==> config.mk <==
export PLATFORM = sky130hd
export DESIGN_NAME = supercar_scanner
export DESIGN_NICKNAME = d
export VERILOG_FILES = /design/src/rtl/supercar_pkg.sv /design/src/rtl/scan_prescaler.sv /design/src/rtl/supercar_scanner.sv
export SDC_FILE = /design/constraint.sdc
export NUM_CORES = 1
export LEC_CHECK = 0
export CAP_MARGIN = 20
export CORE_MARGIN = 2
export CORE_UTILIZATION = 51
export DETAILED_ROUTE_END_ITERATION = 10
export PLACE_DENSITY = 0.77
export SETUP_SLACK_MARGIN = 0.02
export SYNTH_ARGS = -nofsm -noshare
export SYNTH_HDL_FRONTEND = slang
export SYNTH_SLANG_ARGS = --single-unit
==> constraint.sdc <==
create_clock -name clk -period 3.4 [get_ports clk]
set_input_delay 0.51 -clock clk [delete_from_list [all_inputs] [get_ports clk]]
set_output_delay 0.51 -clock clk [all_outputs]
set_load 0.02 [all_outputs]
==> src/rtl/supercar_pkg.sv <==
// Shared definitions for the supercar LED scanner: motion mode codes and FSM states.
package supercar_pkg;

  localparam logic [1:0] MODE_BOUNCE  = 2'b00;
  localparam logic [1:0] MODE_WRAP_UP = 2'b01;
  localparam logic [1:0] MODE_WRAP_DN = 2'b10;
  localparam logic [1:0] MODE_HOLD    = 2'b11;

  typedef enum logic [1:0] {
    ST_IDLE  = 2'd0,
    ST_RUN   = 2'd1,
    ST_DWELL = 2'd2
  } state_t;

endpackage

==> src/rtl/scan_prescaler.sv <==
// Step-rate prescaler: one tick every div+1 enabled cycles, frozen while en is low.
module scan_prescaler #(
  parameter int DIV_W = 16
) (
  input  logic             clk,
  input  logic             rst,
  input  logic             en,
  input  logic             clr,
  input  logic [DIV_W-1:0] div,
  output logic             tick
);

  logic [DIV_W-1:0] count_q, count_d;
  logic [DIV_W-1:0] div_q, div_d;
  logic             wrap;

  // div is captured at each wrap or clear so a live change only shapes the next period
  always_comb begin
    wrap    = (count_q == div_q);
    tick    = en && !clr && wrap;
    count_d = count_q;
    div_d   = div_q;
    if (clr) begin
      count_d = '0;
      div_d   = div;
    end else if (en) begin
      if (wrap) begin
        count_d = '0;
        div_d   = div;
      end else begin
        count_d = count_q + DIV_W'(1);
      end
    end
  end

  always_ff @(posedge clk or posedge rst) begin
    if (rst) begin
      count_q <= '0;
      div_q   <= '0;
    end else begin
      count_q <= count_d;
      div_q   <= div_d;
    end
  end

endmodule

==> src/rtl/supercar_scanner.sv <==
// Supercar LED scanner: moves a TRAIL-long lit head across N_BIT outputs in bounce or wrap modes,
// stepping on prescaler ticks, with an optional dwell at the bar ends when bouncing.
module supercar_scanner
  import supercar_pkg::*;
#(
  parameter int N_BIT   = 8,
  parameter int TRAIL   = 3,
  parameter int DIV_W   = 16,
  parameter int DWELL_W = 4,
  localparam int PW     = $clog2(N_BIT)
) (
  input  logic               clk,
  input  logic               rst,
  input  logic               en,
  input  logic               start,
  input  logic               stop,
  input  logic [1:0]         mode,
  input  logic [DIV_W-1:0]   div,
  input  logic [DWELL_W-1:0] dwell,
  output logic [N_BIT-1:0]   pout,
  output logic [PW-1:0]      pos,
  output logic               dir,
  output logic               edge_hit,
  output logic               busy
);

  localparam logic [PW-1:0] LAST = PW'(N_BIT - 1);

  state_t             state_q, state_d;
  logic [PW-1:0]      pos_q, pos_d;
  logic               dir_q, dir_d;
  logic [DWELL_W-1:0] cnt_q, cnt_d;
  logic [N_BIT-1:0]   pout_q, pout_d;
  logic               edge_q, edge_d;
  logic               busy_q, busy_d;
  logic               tick, clr, at_end, stepped, wrap_trail;
  logic [PW-1:0]      pos_up, pos_dn;

  // Lit set is the head plus TRAIL-1 indices behind it; wrapped modulo N_BIT or clipped at the ends
  function automatic logic [N_BIT-1:0] trail_mask(input logic [PW-1:0] p, input logic d,
                                                   input logic wrap);
    logic [N_BIT-1:0] m;
    int idx;
    m = '0;
    for (int k = 0; k < TRAIL; k++) begin
      idx = d ? (int'(p) - k) : (int'(p) + k);
      if (wrap) begin
        if (idx < 0) idx = idx + N_BIT;
        else if (idx >= N_BIT) idx = idx - N_BIT;
      end
      if (idx >= 0 && idx < N_BIT) m = m | (N_BIT'(1) << idx);
    end
    return m;
  endfunction

  assign clr = start || stop || (state_q == ST_IDLE);

  scan_prescaler #(.DIV_W(DIV_W)) u_prescaler (
    .clk  (clk),
    .rst  (rst),
    .en   (en),
    .clr  (clr),
    .div  (div),
    .tick (tick)
  );

  always_comb begin
    state_d    = state_q;
    pos_d      = pos_q;
    dir_d      = dir_q;
    cnt_d      = cnt_q;
    stepped    = 1'b0;
    pos_up     = pos_q + PW'(1);
    pos_dn     = pos_q - PW'(1);
    at_end     = dir_q ? (pos_q == LAST) : (pos_q == '0);
    if (stop) begin
      state_d = ST_IDLE;
      pos_d   = '0;
      dir_d   = 1'b1;
      cnt_d   = '0;
    end else if (start) begin
      state_d = ST_RUN;
      pos_d   = '0;
      dir_d   = 1'b1;
      cnt_d   = '0;
    end else if (tick) begin
      case (state_q)
        ST_RUN: begin
          case (mode)
            MODE_BOUNCE: begin
              if (!at_end) begin
                pos_d   = dir_q ? pos_up : pos_dn;
                stepped = 1'b1;
              end else if (dwell == '0) begin
                dir_d   = ~dir_q;
                pos_d   = dir_q ? pos_dn : pos_up;
                stepped = 1'b1;
              end else begin
                cnt_d   = dwell;
                state_d = ST_DWELL;
              end
            end
            MODE_WRAP_UP: begin
              dir_d   = 1'b1;
              pos_d   = (pos_q == LAST) ? '0 : pos_up;
              stepped = 1'b1;
            end
            MODE_WRAP_DN: begin
              dir_d   = 1'b0;
              pos_d   = (pos_q == '0) ? LAST : pos_dn;
              stepped = 1'b1;
            end
            default: ;
          endcase
        end
        ST_DWELL: begin
          cnt_d = cnt_q - DWELL_W'(1);
          if (cnt_q == DWELL_W'(1)) begin
            state_d = ST_RUN;
            dir_d   = ~dir_q;
            pos_d   = dir_q ? pos_dn : pos_up;
            stepped = 1'b1;
          end
        end
        default: ;
      endcase
    end
    edge_d     = stepped && ((pos_d == '0) || (pos_d == LAST));
    busy_d     = (state_d != ST_IDLE);
    wrap_trail = (state_d == ST_RUN) && ((mode == MODE_WRAP_UP) || (mode == MODE_WRAP_DN));
    pout_d     = (state_d == ST_IDLE) ? '0 : trail_mask(pos_d, dir_d, wrap_trail);
  end

  always_ff @(posedge clk or posedge rst) begin
    if (rst) begin
      state_q <= ST_IDLE;
      pos_q   <= '0;
      dir_q   <= 1'b1;
      cnt_q   <= '0;
      pout_q  <= '0;
      edge_q  <= 1'b0;
      busy_q  <= 1'b0;
    end else begin
      state_q <= state_d;
      pos_q   <= pos_d;
      dir_q   <= dir_d;
      cnt_q   <= cnt_d;
      pout_q  <= pout_d;
      edge_q  <= edge_d;
      busy_q  <= busy_d;
    end
  end

  assign pout     = pout_q;
  assign pos      = pos_q;
  assign dir      = dir_q;
  assign edge_hit = edge_q;
  assign busy     = busy_q;

endmodule
==> out/results.txt <==
At the pin with the least slew margin, the transition time is 0.8157 ns. For the initial antenna violation count, the log shows 0. For the depth of the CTS H-tree, the log shows 2. The startpoint type of the worst setup path was a flop. Total power for the finished layout comes to 1.188 mW. The total leakage power was 1.863 nW; the part of the power in the clock network was 30.4%. Dividing total power by cell area gives a power density of 267.8 nW/um^2. The run gives 161 as the initial detailed-routing violation count. The number of flops mapped to enable cells by yosys works out to 0. The logs give 0 for the number of hold buffers added after cts and 0.1558 ns for the final worst-path setup slack. The tools report the kind of capture point of the worst setup path as a flop. The logs give 6160 microns for the half-perimeter wire length after placement and 0.16 ns for the worst-case register-to-register setup slack.

The share of cells above drive strength 1 came out at 22.27%. Buffers inserted during clock tree synthesis total 5. The number of cells after detailed placement is 520. Leaving out fill and tap cells, the most frequent cell in the layout is dfrtp_1.

The maximum vdd ir drop is 0.1479 mV, and the area growth from synthesis to layout is 24.96%. The highest fanout seen on the critical path came out at 4. The congestion estimate from routability-driven global placement came to 0.9782. Clock skew after layout: 0.01464 ns. The sequential share of the synthesized area came out at 36.69%. TritonCTS built the clock tree.

Clock root buffer: clkbuf_8. For the worst-skew pair, the clock arrives at the later sink with an insertion delay of 0.31 ns. The run gives 0 as the synthesis warning total. The synthesized netlist contains 62 unique library cells. The internal power is 0.8757 mW.

Of the total power, combinational logic draws 14.8%. The logs give 6756 sq um for the area inside the core boundary and 3.46 ns for the arrival time of the worst setup path. The flow ran to the end, and the final reports show no timing, DRC or antenna violations. Summed over all nets, the switching power comes to 0.3122 mW. The via count of the first global-routing pass came out at 3016. The run gives 0 as the number of pins exceeding their max-slew limit in the final report. The required time of the worst setup path is 3.62 ns.

Once the floorplan was initialized, standard cells occupied 52.54% of the core. The run gives 0 as the number of maximum-capacitance violations. After detailed routing, the number of vias per cell comes to 5.762. In the final routed layout, each cell accounts on average for 15.27 microns. For the iteration count of the initial detailed-routing pass, the log shows 5.

Measured against its own limit, the worst slew margin works out to 45.54%. The total overflow left after global routing is 0. Per report_power, the sequential group accounts for 54.8% of the total. The period utilization was 95.42%; the worst slack at placement was -0.2845 ns. The tools report the site row count as 30.

Once detail routing completed, the nets flagged for antenna violations numbered 0. After technology mapping, the gate count stands at 377. The combined area of all synthesized cells is 3550 sq um.

The number of nets in the synthesized netlist is 427. The count of placed standard cells in the final layout, fillers left out is 529, and the proportion of synthesized flip-flops having asynchronous set or reset is 100.0%. Counting every sink on the clock net gives 52. Dominant register cell in the synthesized netlist: dfrtp_1. The tightest min-delay check is of the flop to flop type. The logs give 7643 sq um for the die outline area and 41 for the pin count of the biggest net entering global routing.

The hold violation count in the final report was 0. Setup violations remaining at the end of the flow were counted as 0. Global routing used 22.53% of the available tracks. The switching part of the total was 26.28%; the final net count was 498. In the layout the commonest cells are dfrtp_1, clkdlybuf4s50_1, buf_4. The die height was 87.43 microns; the post-layout minimum cycle time was 3.244 ns. The critical path start-end classification was flop to flop. The via count was 3048. Setup repair after global routing left no endpoint under its margin.

In this run, synthesis produced a sequential element count of 52. The first global-routing pass estimated 13660 microns of wire. The number of antenna diodes in the final layout is 0.

After detailed routing, the number of remaining DRC violations is 0. Based on the critical path, the design can be clocked at up to 308.2 MHz. The chip width is 87.43 microns, and the total length of routed wires is 8080 microns. Clock-pin slew was measured on the worst setup and hold paths at 0.09 ns. Pin placement for this block handled 41 I/O pins. A synthesized cell averages 9.416 sq um. For the deepest clock path buffer count, the log shows 2. Input and output buffers added on the ports amount to 40.
-- cell type report --
type	count	area (sq um)
fillers	554	2321
multi-input cells	289	2166
flip-flops and latches	52	1305
repair buffers	78	689.4
well taps	80	100.1
inverters	22	85.08
clock buffers	5	68.82
clock inverters	3	21.27
-- repair_timing --
| action | in CTS | in global routing |
|---|---|---|
| buffers inserted | 0 | 1 |
| endpoints found under the setup margin | 1 | 8 |
| pin swaps | 0 | 5 |
| gates resized for setup | 1 | 4 |
-- state kept, by name (all words and copies together), names as in the netlist --
register             cells
u_prescaler.div_q       16
cnt_q                    4
pout                     8
state_q                  2
busy                     1
pos                      3
edge_hit                 1
dir                      1
u_prescaler.count_q     16
-- power by group through the flow --
stage | Sequential (mW) | Combinational [mW] | Clock (mW)
2_1_floorplan | 0.663 | 0.0986 | 0
3_3_place_gp | 0.663 | 0.170 | 0
6_report | 0.652 | 0.175 | 0.361
3_5_place_dp | 0.664 | 0.173 | 0
5_1_grt | 0.654 | 0.192 | 0.402
4_1_cts | 0.652 | 0.175 | 0.372
-- path summary, 6_finish.rpt --
path,startpoint,to,cells past startpoint
max in group asynchronous,rst,u_prescaler.div_q[11],3
hold reg to reg,u_prescaler.div_q[2],u_prescaler.div_q[2],1
hold / removal,u_prescaler.div_q[2],u_prescaler.div_q[2],1
setup / recovery,pos[1],pout[5],14
min in group asynchronous,rst,pout[3],2
setup reg to reg,pos[1],pout[5],14
-- kinds of logic (layout without fill, tap and decap cells) --
logic type / count (synthesis) / in the layout / share of synthesized area (%)
compound gates: 77 / 77 / 15.72
xor+xnor: 31 / 31 / 7.649
fa+ha+maj: 23 / 23 / 8.107
buf+inv: 36 / 108 / 4.194
flops: 52 / 52 / 36.69
mux: 22 / 22 / 6.944
simple gates: 136 / 136 / 20.69
-- per-stage QoR --
| step | hold WS (ns) | area (sq um) | setup TNS (ns) | utilization (%) |
|---|---|---|---|---|
| floorplan | 0.5020 | 3602 | -0.1717 | - |
| global placement | 0.5140 | 4314 | -0.8146 | 63.85 |
| detailed placement | 0.5222 | 4314 | -1.569 | 63.85 |
| CTS | 0.5456 | 4412 | 0 | 65.30 |
| global route | 0.5644 | 4436 | 0 | 65.65 |
| finish | 0.5366 | 4436 | 0 | 65.65 |
-- synth_stat cells, types with 2 or more instances --
cell	instances	share of area (%)
a211o_1	2	0.49
or3_1	5	0.88
and3_1	4	0.70
xor2_1	6	1.5
nand2_1	34	3.6
o31a_1	2	0.49
nor3_1	7	0.99
and3_4	2	0.63
o221ai_1	2	0.49
ha_1	23	8.1
inv_1	21	2.2
nor2_1	25	2.6
or2_2	3	0.53
mux2_2	17	5.4
o211ai_1	5	1.1
nand3_1	15	2.1
a21oi_1	12	1.7
o21ai_0	24	3.4
nand4_1	8	1.4
clkbuf_1	8	0.85
or3b_2	2	0.49
nand3b_1	3	0.63
buf_2	5	0.70
o22ai_1	2	0.35
a21o_1	4	0.85
and2_1	4	0.70
a32oi_1	3	0.74
o21ai_1	2	0.28
xnor2_1	25	6.2
o2bb2ai_1	2	0.49
nor2b_1	6	1.1
a31oi_1	4	0.70
dfrtp_1	51	36
nand2b_1	8	1.4
mux2i_1	4	1.1
-- per-layer routing --
layer	GRT usage (%)	share of wire [%]	up-vias
li1	-	-	1482
met1	28.94	44	1468
met2	38.09	50	86
met3	4.550	4.2	12
met4	6.993	1.4	0
met5	0	0	-
-- worst max-delay path, cell delays in order (launching register included) --
cell,delay (ns)
dfrtp_2,0.42
inv_2,0.08
ha_4,0.14
or3b_4,0.40
a21o_1,0.19
xnor2_1,0.13
a221oi_2,0.21
o22ai_1,0.11
a32oi_2,0.24
inv_2,0.09
ha_4,0.17
ha_4,0.21
mux2_4,0.29
or3_1,0.36
o211ai_1,0.11
No activity file was read; power rests on OpenSTA's default activity.
